## src/rtl/rsa_key_sequencer.sv

```systemverilog
// RSA key-setup sequencer: drives the modulus/totient block, then searches for the
// smallest odd public exponent e >= seed that is coprime to phi, using binary GCD.
`timescale 1ns/1ps
module rsa_key_sequencer #(
    parameter int SIZE = 12
) (
    input  logic              clk,
    input  logic              rst,
    input  logic              start,
    input  logic [SIZE-1:0]   p,
    input  logic [SIZE-1:0]   q,
    input  logic [2*SIZE-1:0] e_seed,
    output logic [SIZE-1:0]   mt_in1,
    output logic [SIZE-1:0]   mt_in2,
    output logic              mt_enabled,
    input  logic [2*SIZE-1:0] mt_modulus,
    input  logic [2*SIZE-1:0] mt_totient,
    input  logic              mt_finished,
    output logic [2*SIZE-1:0] n,
    output logic [2*SIZE-1:0] phi,
    output logic [2*SIZE-1:0] e,
    output logic              busy,
    output logic              done,
    output logic              error
);

    localparam int W2 = 2 * SIZE;

    localparam logic [2:0] ST_IDLE  = 3'd0;
    localparam logic [2:0] ST_LOAD  = 3'd1;
    localparam logic [2:0] ST_CHECK = 3'd2;
    localparam logic [2:0] ST_GCD   = 3'd3;
    localparam logic [2:0] ST_NEXT  = 3'd4;
    localparam logic [2:0] ST_DONE  = 3'd5;
    localparam logic [2:0] ST_ERR   = 3'd6;

    logic [2:0]    state;
    logic [W2-1:0] e_cand;
    logic [W2-1:0] a;
    logic [W2-1:0] b;

    logic [W2-1:0] seed_odd;
    logic [W2-1:0] seed_cand;
    logic          primes_bad;
    logic          cand_too_big;

    always_comb begin
        seed_odd     = {e_seed[W2-1:1], 1'b1};
        seed_cand    = (seed_odd < W2'(3)) ? W2'(3) : seed_odd;
        primes_bad   = (p < SIZE'(3)) || (q < SIZE'(3));
        // One extra bit keeps the compare safe against any phi the block returns.
        cand_too_big = ({1'b0, e_cand} >= {1'b0, phi});
    end

    always_ff @(posedge clk or posedge rst) begin
        if (rst) begin
            state      <= ST_IDLE;
            mt_in1     <= '0;
            mt_in2     <= '0;
            mt_enabled <= 1'b0;
            n          <= '0;
            phi        <= '0;
            e          <= '0;
            busy       <= 1'b0;
            done       <= 1'b0;
            error      <= 1'b0;
            e_cand     <= '0;
            a          <= '0;
            b          <= '0;
        end else begin
            case (state)
                ST_IDLE, ST_DONE, ST_ERR: begin
                    if (start) begin
                        done   <= 1'b0;
                        error  <= 1'b0;
                        n      <= '0;
                        phi    <= '0;
                        e      <= '0;
                        e_cand <= seed_cand;
                        if (primes_bad) begin
                            error <= 1'b1;
                            state <= ST_ERR;
                        end else begin
                            mt_in1     <= p;
                            mt_in2     <= q;
                            mt_enabled <= 1'b1;
                            busy       <= 1'b1;
                            state      <= ST_LOAD;
                        end
                    end
                end

                ST_LOAD: begin
                    if (mt_finished) begin
                        n          <= mt_modulus;
                        phi        <= mt_totient;
                        mt_enabled <= 1'b0;
                        state      <= ST_CHECK;
                    end
                end

                ST_CHECK: begin
                    if (cand_too_big) begin
                        busy  <= 1'b0;
                        error <= 1'b1;
                        state <= ST_ERR;
                    end else begin
                        a     <= phi;
                        b     <= e_cand;
                        state <= ST_GCD;
                    end
                end

                // b starts odd, so dropping factors of two never changes the gcd.
                ST_GCD: begin
                    if (a == b) begin
                        if (a == W2'(1)) begin
                            e     <= e_cand;
                            busy  <= 1'b0;
                            done  <= 1'b1;
                            state <= ST_DONE;
                        end else begin
                            state <= ST_NEXT;
                        end
                    end else if (!a[0]) begin
                        a <= a >> 1;
                    end else if (!b[0]) begin
                        b <= b >> 1;
                    end else if (a > b) begin
                        a <= a - b;
                    end else begin
                        b <= b - a;
                    end
                end

                ST_NEXT: begin
                    e_cand <= e_cand + W2'(2);
                    state  <= ST_CHECK;
                end

                default: state <= ST_IDLE;
            endcase
        end
    end

endmodule
```

## config.mk

```make
export PLATFORM = sky130hd
export DESIGN_NAME = rsa_key_sequencer
export DESIGN_NICKNAME = d
export VERILOG_FILES = /design/src/rtl/rsa_key_sequencer.sv
export SDC_FILE = /design/constraint.sdc
export NUM_CORES = 1
export LEC_CHECK = 0
export CAP_MARGIN = 20
export CORE_ASPECT_RATIO = 0.8
export CORE_MARGIN = 5
export CORE_UTILIZATION = 40
export CTS_CLUSTER_SIZE = 16
export DETAILED_ROUTE_END_ITERATION = 10
export PLACE_DENSITY = 0.75
export SETUP_SLACK_MARGIN = 0.5
export SYNTH_ARGS = -nofsm -noshare
export SYNTH_HDL_FRONTEND = slang
export SYNTH_SLANG_ARGS = --single-unit
```

## constraint.sdc

```tcl
create_clock -name clk -period 15.1 [get_ports clk]
set_clock_uncertainty 0.05 [all_clocks]
set_input_delay 2.265 -clock clk [delete_from_list [all_inputs] [get_ports clk]]
set_output_delay 2.265 -clock clk [all_outputs]
set_load 0.01 [all_outputs]
```

After elaboration in Yosys (flattened, before gate mapping). Cells that the tools add are included.

Add/subtract/negate cells: 3. Order comparisons: 5. Equal/unequal tests: 20. Multiplexer cells: 46. Bitwise gates (word level): 1. Reduce and logical (&&, ||, !) cells: 21.

Operators with widths (number): $mux 24 (17); $pmux 24 s2 (6); $sub 24x24->24 (2); $add 24x2->24 const B (1); $eq 24x1->1 const B (1); $eq 24x24->1 (1); $ge 24x24->1 (1); $gt 24x24->1 (1); $lt 12x2->1 const B (2); $lt 24x2->1 const B (1); $ne 2x2->1 const B (9); $mux 3 (5); $pmux 3 s5 (1); $reduce_and 3->1 (5); $mux 1 (13); $reduce_and 4->1 (3); $reduce_and 5->1 (2); $reduce_bool 2->1 (5); $eq 3x3->1 const B (3); $ne 3x3->1 const B (3); $eq 3x2->1 const B (2); $pmux 1 s2 (3); $reduce_and 6->1 (1); $eq 3x1->1 const B (1); other kinds (7) (7).

Bits in registers: 175. Output and inout bits: 100.

Longest topological paths before layout. Gate-level depths: netlist of run 1.

Word-level depth: 6. Gate-level depth with buffers: 15. Mapped depth without buffers: 12.

Worst setup path after synthesis of run 1. No wires, ideal clock.

Path kind: input port to flip-flop. Start: input p[4]. End: register mt_in1[0]. Data arrival time: 3.666 ns. Required time: 14.925 ns. Setup slack: 11.260 ns. Cell stages on the path: 5. Buffers on the path: 1. Cell sequence: nor4_1 > nand3_1 > nand3_1 > clkbuf_1 > mux2_2.

Longest elaborated chain between the ends: 4.

RTL lines: from (decl) (RTL line 10) `input logic [SIZE-1:0] p,`; $lt 12x2->1 (RTL line 50) `primes_bad = (p < SIZE'(3)) || (q < SIZE'(3));`; $logic_or 1x1->1 (RTL line 50); $not 1->1 (no line); $reduce_and 3->1 (no line); to (signal assigned) (RTL line 84) `mt_in1 <= p;`; to (decl) (RTL line 13) `output logic [SIZE-1:0] mt_in1,`.

Every way passes these cells. A chain may end at the register's enable or synchronous reset.

Final worst setup path of run 1.
Start: input start. End: register mt_in2[4].

Longest elaborated chain between the ends: 1.

RTL lines: from (decl) (RTL line 9) `input logic start,`; $reduce_and 3->1 (no line); to (signal assigned) (RTL line 85) `mt_in2 <= q;`; to (decl) (RTL line 14) `output logic [SIZE-1:0] mt_in2,`.

Every way passes these cells.

==> impl_results.md, run 1 <==
* Critical Path Fanout Max at 21
* Status: finished clean
* Pin count of the biggest net entering global routing at 97
* Post-Syn Area at 0.0114 mm²
* Met1 Use GR at 0.358
* Starting Density at 0.405
* Final #Nets at 1696
* Post-DRT Antenna Nets at 0
* Initial antenna violation count at 1
* Max-Cap Viols at 0
* Max VDD drop at 129 µV
* CTS resizes at 0
* Sequential share of the synthesized area at 0.383
* CTS root buf: clkbuf_16
* GRT Overall Usage at 0.244
* Reg2Reg Setup Slack at 10980 ps
* Area leader, netlist: dfrtp_1
* Synth cell types at 68
* Buffers on Ports at 198
* Synthesized area per cell at 8.30 µm²
* Grt peak-use layer: met1
* Drt drc at 0
* Clock latency on the worst-skew pair at 450 ps
* Vias in the first global route at 10.9k
* Unrepaired setup endpoints after global routing: false
* Crit path cell chain: clkdlybuf4s50_1, and2_1, nand3_1, buf_8, mux2_2
* M2 GR Usage at 0.355
* Wire length per cell at 20.7 µm
* Worst Tran Pin Value at 955 ps
* First-pass GRT wire length at 62100 µm
* Total clock sinks at 175
* Static leakage at 6.02 nW
* Chip width at 199 µm
* Share of cells above drive strength 1 at 0.0600
* # IOs at 200
* Grt met3 use at 0.0749
* P&R area growth vs syn at 25.4%
* CP endpoint kind: register
* Gp weighted congestion at 0.938
* Warning count from the yosys run at 0
* Power Total at 3.58 mW
* Gr ovfl total at 0
* Total CTS buffers at 17
* Cts hold-fix bufs at 0
* Slew Viols, Final at 0
* Diodes inserted at 0
* Initial DRC Count at 1090
* Core Area at 0.0282 mm²
* Fin util at 0.508
* Critical path type: input port to register
* Post-synth top flop: dfrtp_1
* CP Launch Type: input port
* Post-synth ARST share at 1.00
* Worst EP arrival at 4950 ps
* Vias per cell at 5.85
* Fmax at 214 MHz
* Kind of cell adding the most delay to the critical path: simple AND/OR/NAND/NOR gates
* CP max stage delay at 780 ps
* WP buf/inv at 2
* Pre-CTS WS at 10040 ps
* H-Tree Depth at 4
* Final setup TNS at 0 ps
* Mapped Nets at 1552
* Headroom to the max-slew limit at 0.363
* Slowest CP cell: and2_1
* Fin crit share at 0.309
* First-pass DRT Iterations at 5
* WL final at 39500 µm
* Hpwl dp at 29300 µm
* Worst EP required at 15380 ps
* Post-synth EDFFs at 0
* Clock slew seen by the registers of the worst setup and hold paths at 70 ps
* Site row count at 55
* CTS tree: done
* Pwr/cell area at 249 mW/mm²
* Setup ws final at 10430 ps
* Routed vias at 11.1k
* Die ar. at 0.0321 mm²
* HP Class: register to register
* Post-CTS Setup Repair Bufs at 0
* Final min period at 4670 ps
* Top-area cell type share of the netlist area at 0.383
* Yosys reg bits at 175
* # setup viols final at 0
* Final hold vios at 0
* Synth area leaders: dfrtp_1, nand2_1, ha_1, o21ai_0, inv_1
* Post-Syn Instances at 1377
* Hold_ws at 430 ps
* Height of the die at 161 µm
* Longest Clk Path Bufs at 2
[metrics by stage]
stage | instances | cell area (µm²)
after floorplan | 1377 | 11400
after global placement | 1870 | 13700
after detailed placement | 1871 | 13700
after CTS | 1902 | 14300
after global routing | 1903 | 14300
final | 1903 | 14300
[routing by layer]
metal | vias up | part of all wire
li1 | 5179 | -
met1 | 5367 | 0.46
met2 | 536 | 0.42
met3 | 42 | 0.11
met4 | 0 | 0.015
met5 | - | 0
[cells by family after synthesis]
kind of cell / synth area share
flops: 0.383
compound gates: 0.236
buf+inv: 0.0615
mux: 0.0319
fa+ha+maj: 0.0834
xor+xnor: 0.0230
simple gates: 0.181
[sequential cells by signal, indices dropped and copies added (netlist names), 3 cells and up]
name	cells
a	24
state	3
n	24
e	24
e_cand	24
mt_in1	12
mt_in2	12
b	24
phi	24
[tightest hold or removal path, cell delays in order, from the launching register on]
cell     delay, ps
dfrtp_1        340
nand2_1         50
o21ai_0         60
[worst paths after layout]
path,startpoint,to,depth (start not counted)
worst max-delay path,start,mt_in2[4]$_DFFE_PP0P_,5
worst min-delay path,e[23]$_DFFE_PP0P_,e[23]$_DFFE_PP0P_,2
worst max register to register,b[0]$_DFFE_PP0P_,b[18]$_DFFE_PP0P_,13
worst min register to register,e[23]$_DFFE_PP0P_,e[23]$_DFFE_PP0P_,2
max in group asynchronous,rst,a[23]$_DFFE_PP0P_,3
min in group asynchronous,rst,mt_in1[0]$_DFFE_PP0P_,2
[report_power, final]
group          total (mW)  internal, mW  switching [mW]
registers           0.868         0.652           0.216
logic                2.22         0.885            1.33
clock network       0.492         0.285           0.207
total                3.58          1.82            1.75
[layout make-up]
type / count / area (µm²)
flip-flops and latches: 175 / 4380
multi-input cells: 1020 / 6380
inverters: 94 / 358
clock inverters: 13 / 205
repair buffers: 213 / 2110
fillers: 2642 / 13900
well taps: 370 / 463
clock buffers: 18 / 439
[synth_stat cells (all sizes together), types with 4 or more instances]
cell	count
nor2b	5
o221ai	5
a211oi	15
xnor2	21
a21o	25
nor4	19
nand4	14
o211ai	10
a21boi	4
mux2	28
and2	7
a221oi	25
ha	73
a221o	5
nand3	32
dfrtp	175
o21a	11
nand2	256
a21oi	64
a2bb2oi	4
nand2b	7
nor3	41
a211o	5
nor2	56
or3	4
o31ai	24
xor2	9
o21bai	7
o22ai	9
a311oi	4
and3	11
clkbuf	71
o311ai	7
o21ai	153
inv	94
a31oi	17
mux2i	5
buf	17
[cells in the final DEF (no fill, tap or decap), drive strengths merged, types with 9 or more instances in the layout]
cell           count
o31ai             24
a221oi            25
nor2              56
clkdlybuf4s50    198
mux2              28
xor2               9
nand4             14
nand2            256
nand3             32
clkbuf            18
a21o              25
dfrtp            175
o22ai              9
xnor2             21
buf               15
o21a              11
o21ai            153
nor4              19
inv               98
nor3              41
ha                73
a21oi             64
and3              11
a211oi            15
a31oi             17
o211ai            10
(Power assumes the default switching activity.)
==> inputs of run 2 (changes only) <==
- clock period: 15.1 -> 4.4 ns (I/O delays scaled with it)
==> impl_results.md, run 2 (synthesis results as in run 1) <==
* Status: finished clean
* Cts hold-fix bufs at 0 (unchanged)
* Chip width at 199 µm (unchanged)
* Longest Clk Path Bufs at 2 (unchanged)
* Internal power at 6.23 mW (+240%)
* Pin count of the biggest net entering global routing at 78 (-20%)
* Die ar. at 0.0321 mm² (unchanged)
* Buffers on Ports at 198 (unchanged)
* Final #Nets at 1724 (+1.7%)
* Initial DRC Count at 1265 (+16%)
* Gp weighted congestion at 0.975 (+4.0%)
* Final hold vios at 0 (unchanged)
* FF+latch area at 0.00438 mm² (unchanged)
* Seq pwr share at 0.233 (-0.010)
* Starting Density at 0.405 (unchanged)
* CP Launch Type: register
* WL final at 40200 µm (+1.7%)
* # setup viols final at 0 (unchanged)
* Critical path type: register to register
* Hpwl dp at 30600 µm (+4.2%)
* Area occupied by multi-input gates at 0.00639 mm² (about the same)
* Crit path cell chain: inv_1, ha_1, a21o_1, a2111oi_0, o21a_1, o21ai_1, o31ai_4, o221ai_4, buf_4, o31ai_1
* Drt drc at 0 (unchanged)
* Core Area at 0.0282 mm² (unchanged)
* Diodes inserted at 0 (unchanged)
* Wire length per cell at 20.8 µm (+0.22%)
* Final min period at 3640 ps
* First-pass GRT wire length at 62800 µm (+1.1%)
* Slowest CP cell: o31ai_4
* Headroom to the max-slew limit at 0.386 (+0.0222)
* Fin crit share at 0.828
* Max-Cap Viols at 0 (unchanged)
* Most frequent cells in the layout: nand2_1, clkdlybuf4s50_1, dfrtp_1, o21ai_0, inv_1
* CTS resizes at 0 (unchanged)
* CTS tree: done
* Slew Viols, Final at 0 (unchanged)
* CP endpoint kind: register
* Gr ovfl total at 0 (unchanged)
* Critical Path Fanout Max at 24 (+14%)
* WP buf/inv at 2 (unchanged)
* Pwr/cell area at 855 mW/mm² (+240%)
* Total CTS buffers at 17 (unchanged)
* Kind of cell adding the most delay to the critical path: compound AO/OA/AOI/OAI gates
* CP max stage delay at 580 ps (-200 ps)
* Height of the die at 161 µm (unchanged)
* Initial antenna violation count at 0 (-1)
* Static leakage at 6.15 nW (+2.1%)
* H-Tree Depth at 4 (unchanged)
* Routed vias at 11.2k (+1.1%)
* Vias per cell at 5.82 (-0.45%)
* Switch Pwr at 6.21 mW (+250%)
* Vias in the first global route at 10.8k (-0.82%)
* Unrepaired setup endpoints after global routing: false
* Share of cells above drive strength 1 at 0.0794 (+0.0194)
* Fillers at 2593 (-1.9%)
* GRT Overall Usage at 0.247 (+0.00312)
* Switching share of power at 0.499 (+0.00897)
* Clock power frac at 0.130 (-0.008)
* Max VDD drop at 350 µV (+170%)
* First-pass DRT Iterations at 6 (+1)
* Power Total at 12.4 mW (+250%)
* Worst EP required at 4700 ps (-10680 ps)
* Fmax at 274 MHz
* Post-DRT Antenna Nets at 0 (unchanged)
* HP Class: register to register
* Total clock sinks at 175 (unchanged)
* Worst Tran Pin Value at 922 ps (-33.3 ps)
* P&R area growth vs syn at 27.3%
* Most common cell after layout, fill and taps aside: nand2_1
* Site row count at 55 (unchanged)
* Final setup TNS at 0 ps (unchanged)
* Worst EP arrival at 3940 ps (-1010 ps)
* Clock slew seen by the registers of the worst setup and hold paths at 80 ps (about the same)
* Post-CTS Setup Repair Bufs at 0 (unchanged)
* Gate power share at 0.637 (+0.017)
* Clock latency on the worst-skew pair at 450 ps (about the same)
* CTS root buf: clkbuf_16
* # IOs at 200 (unchanged)
-- run 2: per-layer routing --
layer  global-route usage  vias up  part of all wire
met1                0.365     5383              0.45
met5                    0        -                 0
met2                0.352      558              0.42
met3               0.0780       55              0.11
li1                     -     5247                 -
met4               0.0606        0             0.020
-- run 2: power groups by stage --
stage / Sequential [mW] / Combinational, mW / Clock, mW
global route: 2.98 / 8.62 / 1.71
global placement: 2.88 / 7.58 / 0
detailed placement: 2.90 / 7.67 / 0
CTS: 2.88 / 7.74 / 1.64
finish: 2.90 / 7.92 / 1.62
floorplan: 2.84 / 5.05 / 0
-- run 2: area by class of cell --
class                           instances  area share
Sequential cell                       175       0.301
Inverter                               94      0.0245
Clock buffer                           17      0.0292
Clock inverter                         15      0.0138
Timing Repair Buffer                  241       0.161
Tap cell                              370      0.0318
Multi-Input combinational cell       1020       0.439
-- run 2: path summary, 6_finish.rpt --
kind / cells past startpoint / startpoint / endpoint / slack (ps)
min reg2reg: 2 / e[22]$_DFFE_PP0P_ / e[22]$_DFFE_PP0P_ / 430
min in group asynchronous: 2 / rst / phi[15]$_DFFE_PP0P_ / 660
max reg2reg: 10 / phi[4]$_DFFE_PP0P_ / b[4]$_DFFE_PP0P_ / 760
max in group asynchronous: 3 / rst / state[2]$_DFFE_PP0P_ / 2720
max: 10 / phi[4]$_DFFE_PP0P_ / b[4]$_DFFE_PP0P_ / 760
min: 2 / e[22]$_DFFE_PP0P_ / e[22]$_DFFE_PP0P_ / 430
-- run 2: worst reg2reg max path, stage by stage, from the launching register on --
cell and delay, ps:
dfrtp_1 520, inv_1 80, ha_1 310, a21o_1 170, a2111oi_0 430, o21a_1 180, o21ai_1 120, o31ai_4 580
o221ai_4 490, buf_4 340, o31ai_1 270
-- run 2: through the flow --
stage / area [µm²] / worst slack, ps / hold slack (ps) / utilization / instances
3_3_place_gp: 13900 / 848 / 409 / 0.493 / 1899
6_report: 14600 / 755 / 432 / 0.516 / 1932
5_1_grt: 14600 / 514 / 458 / 0.516 / 1932
2_1_floorplan: 11400 / 937 / 405 / - / 1377
4_1_cts: 14500 / 723 / 438 / 0.515 / 1931
3_5_place_dp: 13900 / 756 / 421 / 0.493 / 1899
